## config.mk

```make
export PLATFORM = sky130hd
export DESIGN_NAME = carry_skip_32
export DESIGN_NICKNAME = d
export VERILOG_FILES = /design/src/rtl/carry_skip_pkg.sv /design/src/rtl/carry_skip_block4.sv /design/src/rtl/carry_skip_32.sv
export SDC_FILE = /design/constraint.sdc
export NUM_CORES = 1
export LEC_CHECK = 0
export ABC_AREA = 1
export CAP_MARGIN = 20
export CORE_UTILIZATION = 38
export CTS_BUF_LIST = sky130_fd_sc_hd__clkbuf_8 sky130_fd_sc_hd__clkbuf_16
export CTS_CLUSTER_DIAMETER = 150
export DETAILED_ROUTE_END_ITERATION = 7
export PLACE_DENSITY = 0.83
export SLEW_MARGIN = 20
export SYNTH_ARGS = -nofsm -noshare
export SYNTH_HDL_FRONTEND = slang
export SYNTH_SLANG_ARGS = --single-unit
```

## constraint.sdc

```tcl
create_clock -name clk -period 18.63 [get_ports clk]
set_input_delay 5.589 -clock clk [delete_from_list [all_inputs] [get_ports clk]]
set_output_delay 5.589 -clock clk [all_outputs]
set_load 0.005 [all_outputs]
```

## src/rtl/carry_skip_pkg.sv

```systemverilog
// Shared constants and types for the 32-bit carry-skip adder.
// Latency: none (declarations only); backpressure: not applicable.
package carry_skip_pkg;
    localparam int CS_WIDTH = 32;
    localparam int CS_BLK   = 4;
    localparam int CS_NBLK  = CS_WIDTH / CS_BLK;

    typedef logic [CS_WIDTH-1:0] cs_word_t;
endpackage

```

## src/rtl/carry_skip_block4.sv

```systemverilog
// One 4-bit ripple block with a skip mux on its carry-out.
// Latency: combinational; backpressure: none.
module carry_skip_block4
    import carry_skip_pkg::*;
#(
    parameter int BLK = CS_BLK
) (
    input  logic [BLK-1:0] a,
    input  logic [BLK-1:0] b,
    input  logic           cin,
    output logic [BLK-1:0] sum,
    output logic           cout
);
    logic [BLK-1:0] w_p;
    logic [BLK-1:0] w_g;
    logic [BLK:0]   w_c;
    logic           w_blk_p;

    assign w_p    = a ^ b;
    assign w_g    = a & b;
    assign w_c[0] = cin;

    for (genvar i = 0; i < BLK; i++) begin : g_ripple
        assign w_c[i+1] = w_g[i] | (w_p[i] & w_c[i]);
    end

    assign sum     = w_p ^ w_c[BLK-1:0];
    assign w_blk_p = &w_p;

    // Kept as a distinct mux so the bypass path stays off the ripple chain.
    assign cout = w_blk_p ? cin : w_c[BLK];
endmodule

```

## src/rtl/carry_skip_32.sv

```systemverilog
// 32-bit carry-skip adder, sum and carry-out registered on clk.
// Latency: 1 cycle; backpressure: none, accepts a new operand set every cycle.
module carry_skip_32
    import carry_skip_pkg::*;
#(
    parameter int WIDTH = CS_WIDTH,
    parameter int BLK   = CS_BLK
) (
    input  logic             clk,
    input  logic             rst,
    input  logic [WIDTH-1:0] a,
    input  logic [WIDTH-1:0] b,
    input  logic             ci,
    output logic [WIDTH-1:0] s,
    output logic             co
);
    localparam int NBLK = WIDTH / BLK;

    logic [NBLK:0]    w_c;
    logic [WIDTH-1:0] w_sum;
    logic [WIDTH-1:0] r_s;
    logic             r_co;

    assign w_c[0] = ci;

    for (genvar k = 0; k < NBLK; k++) begin : g_blk
        carry_skip_block4 #(
            .BLK (BLK)
        ) u_blk (
            .a    (a[k*BLK +: BLK]),
            .b    (b[k*BLK +: BLK]),
            .cin  (w_c[k]),
            .sum  (w_sum[k*BLK +: BLK]),
            .cout (w_c[k+1])
        );
    end

    always_ff @(posedge clk) begin
        if (rst) begin
            r_s  <= '0;
            r_co <= 1'b0;
        end else begin
            r_s  <= w_sum;
            r_co <= w_c[NBLK];
        end
    end

    assign s  = r_s;
    assign co = r_co;
endmodule

```

==> impl_metrics.csv <==
group,metric,value,unit
placed_design,globalplace.congestion,0.766,
power,power.density,61.0,nW/um^2
clock_network,clock-sinks,33,
route,drt-total-wl,4970,um
critical_path,timing.critical_path.to,"s[31]",
timing,slew_headroom,60.6,%
synthesis,synth_cells,219,
route,via_per_inst,4.21,
global_route,grt_start_max_net_pins,34,
run_status,status,"completed",
finish,fin_area,3580,um^2
power,leakage,0.00164,uW
floorplanning,fp.dieArea,6180,um^2
timing,max_freq,0.0547,GHz
placed_design,dp_cells,392,
finish,drive_above_1_share,22.8,%
critical_path,path_common_cell,"fa_2",
route,drtPass1Iterations,4,
floorplanning,design.core.area,5570,um^2
clock_network,tritoncts,"yes",
timing,worst_hold_slack,5.75,ns
floorplanning,std_cell_rows,27,
timing,tightest_slew,0.591,ns
min_path,min_path_type,"in -> reg",
global_route,antenna_found_initial,0,
global_route,grt_pass1_wl,8020,um
timing,post-route-period-util,98.1,%
floorplanning,io-pin-count,100,
finish,num_antenna_cells,0,
floorplanning,die_h,78.6,um
route,drc,0,
synthesis,yosys_register_bits,33,
clock_network,h-tree-depth,2,
finish,fill_cells,474,
run,maxCapViolations,0,
finish,layout.nets,463,
critical_path,worstPathMaxFanout,2,
global_route,first_global_vias,1831,
power,fin_total_pwr,218,uW
critical_path,crit_path_start_kind,"primary input",
clock_network,clk_pin_slew,0.07,ns
finish,fin_cells,405,
route,drtIter0Drc,19,
clock_network,cts_inserted_buffers,5,
synthesis,synth_cell_types,18,
placed_design,place_area,3380,um^2
power,vdd_drop_max,0.0286,mV
synthesis,synth_nets,350,
route,route.vias.total,1704,
timing,grt_setup_unrepaired,"no",
finish,area_delta_synth_final,60.3,%
global_route,grtUsageTotal,17.1,%
route,avgRoutedWirePerCell,12.3,um
synthesis,syn_avg_cell_area,10.2,um^2
synthesis,synth_area,2230,um^2
placed_design,numPortBuffers,99,
timing,maxSlewViolCount,0,
critical_path,startpoint,"ci",
synthesis,yosys_warnings,0,
timing,fin_crit,18.27,ns
critical_path,arrival,18.48,ns
global_route,overflow,0,
critical_path,slowest_delay,0.41,ns
critical_path,slowest_stage,"fa_2",
synthesis,seq_area_frac_synth,29.6,%
timing,timing_hold_violations_final,0,
floorplanning,die_x,78.6,um
placed_design,hpwl,4190,um
clock_network,cts_buffer_depth,2,
critical_path,worstSetupPathType,"in -> reg",
critical_path,critPathRequiredTime,18.84,ns
floorplanning,initial_utilization,40.0,%
clock_network,cts_root_buffer,"clkbuf_8",
timing,final.setup.tns,0,ns
critical_path,endpoint_kind,"flip-flop",
timing,setup_viol,0,
route,ant_nets,0,
final cells by class:
cell class	count	area, um^2	area share, %
timing repair buffer	110	1060	29.6
sequential	33	661	18.5
multi-input combinational	136	1520	42.4
tap	72	90.1	2.52
clock buffer	5	68.8	1.92
inverter	46	173	4.83
clock inverter	3	11.3	0.315
where the power goes:
part           internal [uW]  switching (uW)  leakage, uW
Combinational           50.9            35.8      0.00132
Clock                   24.8            23.9    0.0000519
Sequential              80.4            2.40     0.000275
Total                    156            62.0      0.00164
how the worst min path moves through the flow:
stage	startpoint	endpoint	depth (start not counted)
floorplan	rst	s[26]	2
global placement	s[0]	s[0]	1
detailed placement	rst	s[1]	2
CTS	rst	s[27]	2
global route	b[0]	s[0]	4
finish	b[0]	s[0]	4
flip-flops by register name, indices dropped and copies added (netlist names):
| signal | flops |
|---|---|
| co | 1 |
| s | 32 |
kinds of logic after synthesis:
family          Yosys count  synth area share [%]
simple gates             68                  14.4
fa+ha+maj                64                  46.6
buf+inv                  50                  8.41
flops                    33                  29.6
compound gates            4                 0.952
cells in the final DEF (no fill, tap or decap):
cell type / Yosys / final
or2_1: 1 / 1
o21ai_2: 0 / 2
nand4_1: 5 / 5
nor2_2: 1 / 1
clkbuf_8: 0 / 5
dlymetal6s2s_1: 0 / 2
fa_2: 0 / 32
and2_4: 0 / 2
a21oi_2: 0 / 1
nand2_2: 0 / 5
nor2_1: 35 / 34
nor2_4: 0 / 1
buf_2: 0 / 1
nand2_1: 16 / 11
inv_2: 0 / 4
or2_4: 0 / 1
clkdlybuf4s50_1: 0 / 93
ha_1: 32 / 32
a31oi_4: 0 / 1
nand3_1: 1 / 1
clkbuf_2: 0 / 3
inv_1: 46 / 45
nand3_2: 6 / 6
dfxtp_1: 33 / 33
buf_4: 0 / 11
worst max-delay path: cells and delay by family:
family                     cells  cell delay (ns)
AOI/OAI and AO/OA              3             0.21
adders and majority gates     32            11.05
buffers and inverters          5             0.32
and+or+nand+nor               12             1.34
repair_timing:
item                                    4_1_cts  5_1_grt
hold buffers                                  0        0
gates resized for setup                      27       18
pin swaps                                     9       11
endpoints found under the setup margin        4        3
setup buffers                                 3        2
synthesized netlist by cell type (all sizes together):
library cell,n,area (um^2)
inv,46,173
nor2,36,138
dfxtp,33,661
fa,32,641
ha,32,400
nand2,16,60.1
nand3,7,65.1
nand4,5,31.3
clkbuf,4,15.0
and2,2,15.0
o21ai,2,10.0
or2,2,12.5
a21oi,1,5.00
a31oi,1,6.26
metal layers:
metal	track usage, %	up-vias	part of all wire (%)
li1	-	858	-
met1	17.1	787	38
met2	33.7	52	57
met3	3.60	7	4.1
met4	7.04	0	1.6
met5	0	-	0
through the flow:
| step | utilization [%] | setup slack (ns) |
|---|---|---|
| after floorplan | - | 0.0146 |
| after global placement | 60.7 | -0.783 |
| after detailed placement | 60.7 | -1.08 |
| after CTS | 63.5 | 0.00781 |
| after global routing | 64.2 | 0.0387 |
| final | 64.2 | 0.359 |
No activity file was read; power rests on OpenSTA's default activity.
